[config.mk]
export PLATFORM = sky130hd
export DESIGN_NAME = dem_dither_quantizer_flat
export DESIGN_NICKNAME = d
export VERILOG_FILES = /design/src/rtl/dem_dither_quantizer_if.sv /design/src/rtl/dem_dither_quantizer.sv /design/src/flat_wrapper.sv
export SDC_FILE = /design/constraint.sdc
export NUM_CORES = 1
export LEC_CHECK = 0
export CAP_MARGIN = 20
export CORE_MARGIN = 1.5
export CORE_UTILIZATION = 47
export CTS_CLUSTER_DIAMETER = 60
export DETAILED_ROUTE_END_ITERATION = 10
export HOLD_SLACK_MARGIN = 0.02
export PLACE_DENSITY = 0.9
export SLEW_MARGIN = 20
export SYNTH_ARGS = -nofsm -noshare
export SYNTH_HDL_FRONTEND = slang
export SYNTH_SLANG_ARGS = --single-unit
[constraint.sdc]
create_clock -name clk -period 3.21 [get_ports clk]
set_clock_uncertainty 0.05 [all_clocks]
set_input_delay 0.321 -clock clk [delete_from_list [all_inputs] [get_ports clk]]
set_output_delay 0.321 -clock clk [all_outputs]
set_load 0.05 [all_outputs]
[src/rtl/dem_dither_quantizer_if.sv]
// dem_dither_quantizer_if: sample-in / level-out handshakes plus clip counter for the dithered quantizer
interface dem_dither_quantizer_if #(
    parameter int INPUT_WIDTH  = 16,
    parameter int OUTPUT_WIDTH = 3
);
    logic [INPUT_WIDTH-1:0]  in_data;
    logic                    in_valid;
    logic                    in_ready;
    logic [OUTPUT_WIDTH-1:0] out_level;
    logic                    out_clip;
    logic                    out_valid;
    logic                    out_ready;
    logic                    clip_clr;
    logic [15:0]             clip_count;
    modport master (
        output in_data, in_valid, out_ready, clip_clr,
        input  in_ready, out_level, out_clip, out_valid, clip_count
    );
    modport slave (
        input  in_data, in_valid, out_ready, clip_clr,
        output in_ready, out_level, out_clip, out_valid, clip_count
    );
endinterface

[src/rtl/dem_dither_quantizer.sv]
// dem_dither_quantizer: two-stage dithered quantizer feeding the DEM switching block; dither enabled by QUANT_DITHER_EN
module dem_dither_quantizer #(
    parameter int         INPUT_WIDTH  = 16,
    parameter int         OUTPUT_WIDTH = 3,
    parameter logic [7:0] LFSR_INIT    = 8'hFF
) (
    input logic                   clk,
    input logic                   rst_n,
    dem_dither_quantizer_if.slave bus
);
    localparam int DW = INPUT_WIDTH - OUTPUT_WIDTH;
    localparam logic [OUTPUT_WIDTH-1:0] MAX_LEVEL = '1;
    logic                    en;
    logic                    take;
    logic                    s1_valid;
    logic [INPUT_WIDTH:0]    s1_sum;
    logic [DW-1:0]           dither;
    logic [OUTPUT_WIDTH:0]   q;
    logic                    clip;
    logic [OUTPUT_WIDTH-1:0] level;
    assign en           = !bus.out_valid || bus.out_ready;
    assign take         = bus.in_valid && en;
    assign bus.in_ready = en;
`ifdef QUANT_DITHER_EN
    logic [7:0] lfsr;
    // LFSR steps only on an accepted sample so idle cycles leave the dither sequence untouched
    always_ff @(posedge clk) begin
        if (!rst_n) lfsr <= LFSR_INIT;
        else if (take) lfsr <= {lfsr[6:0], lfsr[7] ^ lfsr[5]};
    end
    assign dither = {lfsr, {(DW-8){1'b0}}};
`else
    logic unused_seed;
    assign unused_seed = ^LFSR_INIT;
    assign dither      = '0;
`endif
    // Stage 1: full-width sum keeps the carry so overflow past full scale is visible as clipping
    always_ff @(posedge clk) begin
        if (!rst_n) begin
            s1_valid <= 1'b0;
            s1_sum   <= '0;
        end else if (en) begin
            s1_valid <= bus.in_valid;
            if (take) s1_sum <= {1'b0, bus.in_data} + {{(OUTPUT_WIDTH+1){1'b0}}, dither};
        end
    end
    // Truncate to the level field and saturate anything above the top level
    always_comb begin
        q     = s1_sum[INPUT_WIDTH -: OUTPUT_WIDTH+1];
        clip  = q > {1'b0, MAX_LEVEL};
        level = clip ? MAX_LEVEL : q[OUTPUT_WIDTH-1:0];
    end
    // Stage 2: registered output, held while the switching block stalls
    always_ff @(posedge clk) begin
        if (!rst_n) begin
            bus.out_valid <= 1'b0;
            bus.out_level <= '0;
            bus.out_clip  <= 1'b0;
        end else if (en) begin
            bus.out_valid <= s1_valid;
            bus.out_level <= level;
            bus.out_clip  <= clip;
        end
    end
    // Saturating count of delivered clipped levels; clear beats a simultaneous increment
    always_ff @(posedge clk) begin
        if (!rst_n) bus.clip_count <= '0;
        else if (bus.clip_clr) bus.clip_count <= '0;
        else if (bus.out_valid && bus.out_ready && bus.out_clip && bus.clip_count != 16'hFFFF)
            bus.clip_count <= bus.clip_count + 16'd1;
    end
endmodule

[src/flat_wrapper.sv]
// flat-port wrapper written by rule: the top's interface ports become plain ports
module dem_dither_quantizer_flat 
#(
    parameter int         INPUT_WIDTH  = 16,
    parameter int         OUTPUT_WIDTH = 3,
    parameter logic [7:0] LFSR_INIT    = 8'hFF
)
  (clk, rst_n, bus_in_data, bus_in_valid, bus_out_ready, bus_clip_clr, bus_in_ready, bus_out_level, bus_out_clip, bus_out_valid, bus_clip_count);
  dem_dither_quantizer_if #(.INPUT_WIDTH(INPUT_WIDTH), .OUTPUT_WIDTH(OUTPUT_WIDTH)) bus_i ();
  input logic clk;
  input logic rst_n;
  input wire logic [$bits(bus_i.in_data)-1:0] bus_in_data;
  input wire logic [$bits(bus_i.in_valid)-1:0] bus_in_valid;
  input wire logic [$bits(bus_i.out_ready)-1:0] bus_out_ready;
  input wire logic [$bits(bus_i.clip_clr)-1:0] bus_clip_clr;
  output wire logic [$bits(bus_i.in_ready)-1:0] bus_in_ready;
  output wire logic [$bits(bus_i.out_level)-1:0] bus_out_level;
  output wire logic [$bits(bus_i.out_clip)-1:0] bus_out_clip;
  output wire logic [$bits(bus_i.out_valid)-1:0] bus_out_valid;
  output wire logic [$bits(bus_i.clip_count)-1:0] bus_clip_count;
  assign bus_i.in_data = bus_in_data;
  assign bus_i.in_valid = bus_in_valid;
  assign bus_i.out_ready = bus_out_ready;
  assign bus_i.clip_clr = bus_clip_clr;
  assign bus_in_ready = bus_i.in_ready;
  assign bus_out_level = bus_i.out_level;
  assign bus_out_clip = bus_i.out_clip;
  assign bus_out_valid = bus_i.out_valid;
  assign bus_clip_count = bus_i.clip_count;
  dem_dither_quantizer #(.INPUT_WIDTH(INPUT_WIDTH), .OUTPUT_WIDTH(OUTPUT_WIDTH), .LFSR_INIT(LFSR_INIT)) u_core (.clk(clk), .rst_n(rst_n), .bus(bus_i));
endmodule
======== Word-level counts from Yosys, hierarchy flattened ========
Cells that the tools add are included.
W data, S select, Z words.
storage, ports and cells
  register bits ........................... 38
  bits of input ports ..................... 21
  output and inout port bits .............. 22
cells by class
  add/subtract/negate cells ............... 1
  $lt $le $gt $ge ......................... 1
  equal/unequal tests ..................... 1
  mux-type cells .......................... 1
  bitwise operators ....................... 1
  reductions and logical operators ........ 8
operator list
  cell                     number
  $add A16 B1 Y16 const B  1
  $ne A16 B16 Y1 const B   1
  $logic_and A1 B1 Y1      4
  $gt A3 B3 Y1 const B     1
  $mux W3                  1
  $reduce_and A2 Y1        1
  $reduce_or A2 Y1         1
  $logic_not A1 Y1         1
  $logic_or A1 B1 Y1       1
  $not A1 Y1               1

======== Longest topological paths before layout ========
  word-level depth ........................ 4
  mapped depth ............................ 6
  gate-level depth less buffers ........... 6

======== Least setup slack after synthesis ========
OpenSTA, ideal clock, no wires.
  path type ............................... register -> register
  start point ............................. reg u_core.bus.clip_count[2]
  end point ............................... reg u_core.bus.clip_count[9]
  arrival time ............................ 1.835 ns
  data required time ...................... 3.044 ns
  slack ................................... 1.210 ns
  stages on the path, launching flop included .. 6
  path buffers ............................ 0
  cells stage by stage .................... dfxtp_1 > and4_1 > or4b_4 > a211oi_2 > xnor2_1 > nor2_1
between the ends
  cells in the longest elaborated chain, start to end .. 2
  elaborated cells between the ends (all ways) .. 3
  those cells by class .................... add/sub: 1; eq/ne: 1; reduce/logical: 1
ends and longest elaborated chain
  element                                                                  line                           source
  start, declared                                                          dem_dither_quantizer_if.sv:21  output in_ready, out_level, out_clip, out_valid, clip_count
  start signal, assigned                                                   dem_dither_quantizer.sv:70     bus.clip_count <= bus.clip_count + 16'd1;
  parallel branches: the longest is 2 deep, another holds $add A16 B1 Y16  n/a
Parallel ways; which one is timed is not known.
A chain may end at the register's enable or synchronous reset.

======== Final worst setup path ========
  start point ............................. in bus_out_ready
  end point ............................... out bus_in_ready
between the ends
  cells in the longest elaborated chain, start to end .. 1
ends and longest elaborated chain
  element             line                        source
  start, declared     flat_wrapper.sv:14          input wire logic [$bits(bus_i.out_ready)-1:0] bus_out_ready;
  $logic_or A1 B1 Y1  dem_dither_quantizer.sv:21  assign en = !bus.out_valid || bus.out_ready;
  end, declared       flat_wrapper.sv:16          output wire logic [$bits(bus_i.in_ready)-1:0] bus_in_ready;
No other way between the ends.

==> flow_summary_export.csv <==
group,metric,value,unit
yosys,seq_area_frac_synth,42.7,%
yosys,syn_area,1170,um^2
worst_hold_path,hp-class,"reg2reg",
sta,tightest_slew,0.668,ns
pwr,ir_drop,0.267,mV
drt,route.detailed.drc,0,
die,io_pins,43,
sta,fmax,411,MHz
final_layout,diodes,0,
yosys,synth_fp_nets,151,
clock_tree,postCtsHoldBufs,0,
yosys,synth.distinct_cells,35,
yosys,syn-instance-count,129,
sta,fin_crit_sh,75.8,%
run,cap_violations,0,
global_routing,antenna_found_initial,0,
drt,avgViaCountPerCell,5.63,
clock_tree,clock_latency,0.31,ns
clock_tree,post_cts_buffers,0,
drt,ant_nets,0,
yosys,syn_avg_cell_area,9.09,um^2
sta,setup_violations,0,
drt,firstDrtPassIters,4,
global_routing,grt_pass1_wl,4.00,mm
setup_path,worst-path-max-fanout,8,
yosys,ys_ff_latch,25,
placement,port_buffers,29,
clock_tree,cts_resized,0,
final_layout,register_area,500,um^2
setup_path,crit_type,"in2out",
clock_tree,clk_pin_slew,0.13,ns
final_layout,final_cell_mix,"29 x clkdlybuf4s50_1, 25 x dfxtp_1, 15 x nand2_1, 15 x nor2_1, 10 x nand3_1",
sta,hold_viol,0,
die,dieArea,2800,um^2
placement,hpwl,1.86,mm
drt,drt_wl_total,2.50,mm
clock_tree,cts-root-buf,"clkbuf_4",
setup_path,startpoint_type,"primary input",
sta,max_slew_margin,55.2,%
setup_path,crit_path_end_kind,"primary output",
die,rows,17,
global_routing,grt_pass1_vias,920,
run_status,status,"completed",
sta,rsz0062_at_grt,"no",
clock_tree,cts_made_buffers,3,
final_layout,final.fill_count,188,
die,die_h,52.9,um
die,initial_utilization,51.5,%
pwr,power.total,496,uW
pwr,power_density,329,nW/um^2
yosys,yosysWarnings,0,
drt,vias,1059,
global_routing,grt_max_degree,17,
clock_tree,h-tree-depth,1,
final_layout,area_delta_synth_final,28.6,%
sta,tns,0,ns
clock_tree,cts.sinks,25,
sta,drv_slew,0,
final_layout,layout.cells.most_common,"clkdlybuf4s50_1",
setup_path,worstPathArrival,2.06,ns
drt,drt_iter0_drc,18,
final_layout,nets,183,
final_layout,multiInputGateArea,641,um^2
setup_path,crit_required,2.84,ns
global_routing,grt_overflow,0,
placement,gp_congestion,0.765,
clock_tree,clock_path_buffers,2,
drt,wl_per_cell,13.3,um
sta,period_minus_slack,2.43,ns
die,coreArea,2280,um^2
pwr,cellLeakagePower,0.463,nW
global_routing,track_usage,19.5,%
clock_tree,cts_tree,"done",
final_layout,drive_gt1_share,10.0,%
die,die-width,52.9,um
-- layer usage --
| layer | vias to the layer above | global-route usage (%) | share of wire, % |
|---|---|---|---|
| met5 | - | 0 | 0 |
| met4 | 0 | 7.69 | 0.68 |
| met3 | 2 | 3.39 | 5.2 |
| met2 | 32 | 35.0 | 51 |
| met1 | 501 | 22.9 | 43 |
| li1 | 524 | - | - |
-- metrics by stage --
step / util (%) / setup WS (ns) / hold WS (ns) / cells / instance area [um^2]
2_1_floorplan: - / 1.21 / 0.385 / 129 / 1170
3_3_place_gp: 65.1 / 0.807 / 0.393 / 184 / 1480
3_5_place_dp: 65.1 / 0.786 / 0.405 / 184 / 1480
4_1_cts: 66.2 / 0.774 / 0.424 / 188 / 1510
5_1_grt: 66.2 / 0.700 / 0.444 / 188 / 1510
6_report: 66.2 / 0.776 / 0.422 / 188 / 1510
-- path summary, 6_finish.rpt --
path                                          from                               endpoint  slack [ns]  cells after the start
max                                  bus_out_ready                           bus_in_ready        0.78                      4
min                 u_core.s1_sum[15]$_SDFFE_PN0P_         u_core.s1_sum[15]$_SDFFE_PN0P_        0.42                      2
max reg2reg  u_core.bus.clip_count[9]$_SDFFE_PP0P_  u_core.bus.clip_count[1]$_SDFFE_PP0P_        1.38                      5
min reg2reg         u_core.s1_sum[15]$_SDFFE_PN0P_         u_core.s1_sum[15]$_SDFFE_PN0P_        0.42                      2
-- final cells by class --
cell class                 count  area share [%]
inverter                       4           0.996
multi-input combinational     98            42.5
sequential                    25            33.2
timing repair buffer          29            19.3
clock buffer                   4            1.74
tap                           28            2.32
-- synth_stat cells --
library cell  instances  area (um^2)
o2111ai_1             1         8.76
or4_1                 1         7.51
a211oi_2              3         37.5
o21a_1                1         7.51
nand2b_1              1         6.26
nand4_1               3         18.8
nor2b_1               2         12.5
nor2_2                1         6.26
mux2i_1               1         10.0
nor3_1                2         10.0
a21oi_1               4         20.0
or4b_4                1         13.8
clkbuf_2              1         5.00
nand2_2               1         6.26
inv_2                 1         3.75
nand2_1              15         56.3
nand3_2               1         10.0
a21boi_1              4         30.0
a21boi_0              4         30.0
xnor2_1               8         70.1
nor3_2                3         30.0
buf_6                 1         11.3
and4_1                2         17.5
o21ai_1               1         5.00
ha_1                  1         12.5
xor2_1                3         26.3
a2111oi_1             1         10.0
dfxtp_1              25          500
inv_1                 3         11.3
nor2_1               15         56.3
or3_1                 1         6.26
nand4_2               2         25.0
nand3_1              10         50.1
and4b_1               1         10.0
a211oi_1              4         30.0
-- worst max-delay path, cell delays in order --
cell	delay, ns
clkdlybuf4s50_1	0.49
nor2b_1	0.38
inv_2	0.15
clkdlybuf4s50_1	0.73
-- kinds of logic (layout without fill, tap and decap cells) --
family,count (synthesis),in the layout,share of synthesized area [%]
xor gates and xnor gates,11,11,8.22
adders and majority gates,1,1,1.07
and+or+nand+nor,62,62,29.2
AOI/OAI and AO/OA,23,23,15.3
DFF,25,25,42.7
buffers and inverters,6,37,2.67
muxes,1,1,0.854
-- report_power, final --
part	total, mW	leakage [nW]	switching (mW)	internal [mW]
clock	0.138	0.0150	0.0897	0.0485
combinational	0.0390	0.246	0.0222	0.0167
sequential	0.319	0.203	0.00335	0.315
total	0.496	0.463	0.115	0.381
-- sequential cells by signal (all words and copies together), names as in the netlist --
| register | count |
|---|---|
| u_core.bus.out_level | 3 |
| u_core.bus.out_clip | 1 |
| u_core.s1_sum | 3 |
| u_core.bus.clip_count | 16 |
| u_core.bus.out_valid | 1 |
| u_core.s1_valid | 1 |
Note: power is estimated with default switching activity, not from simulation.
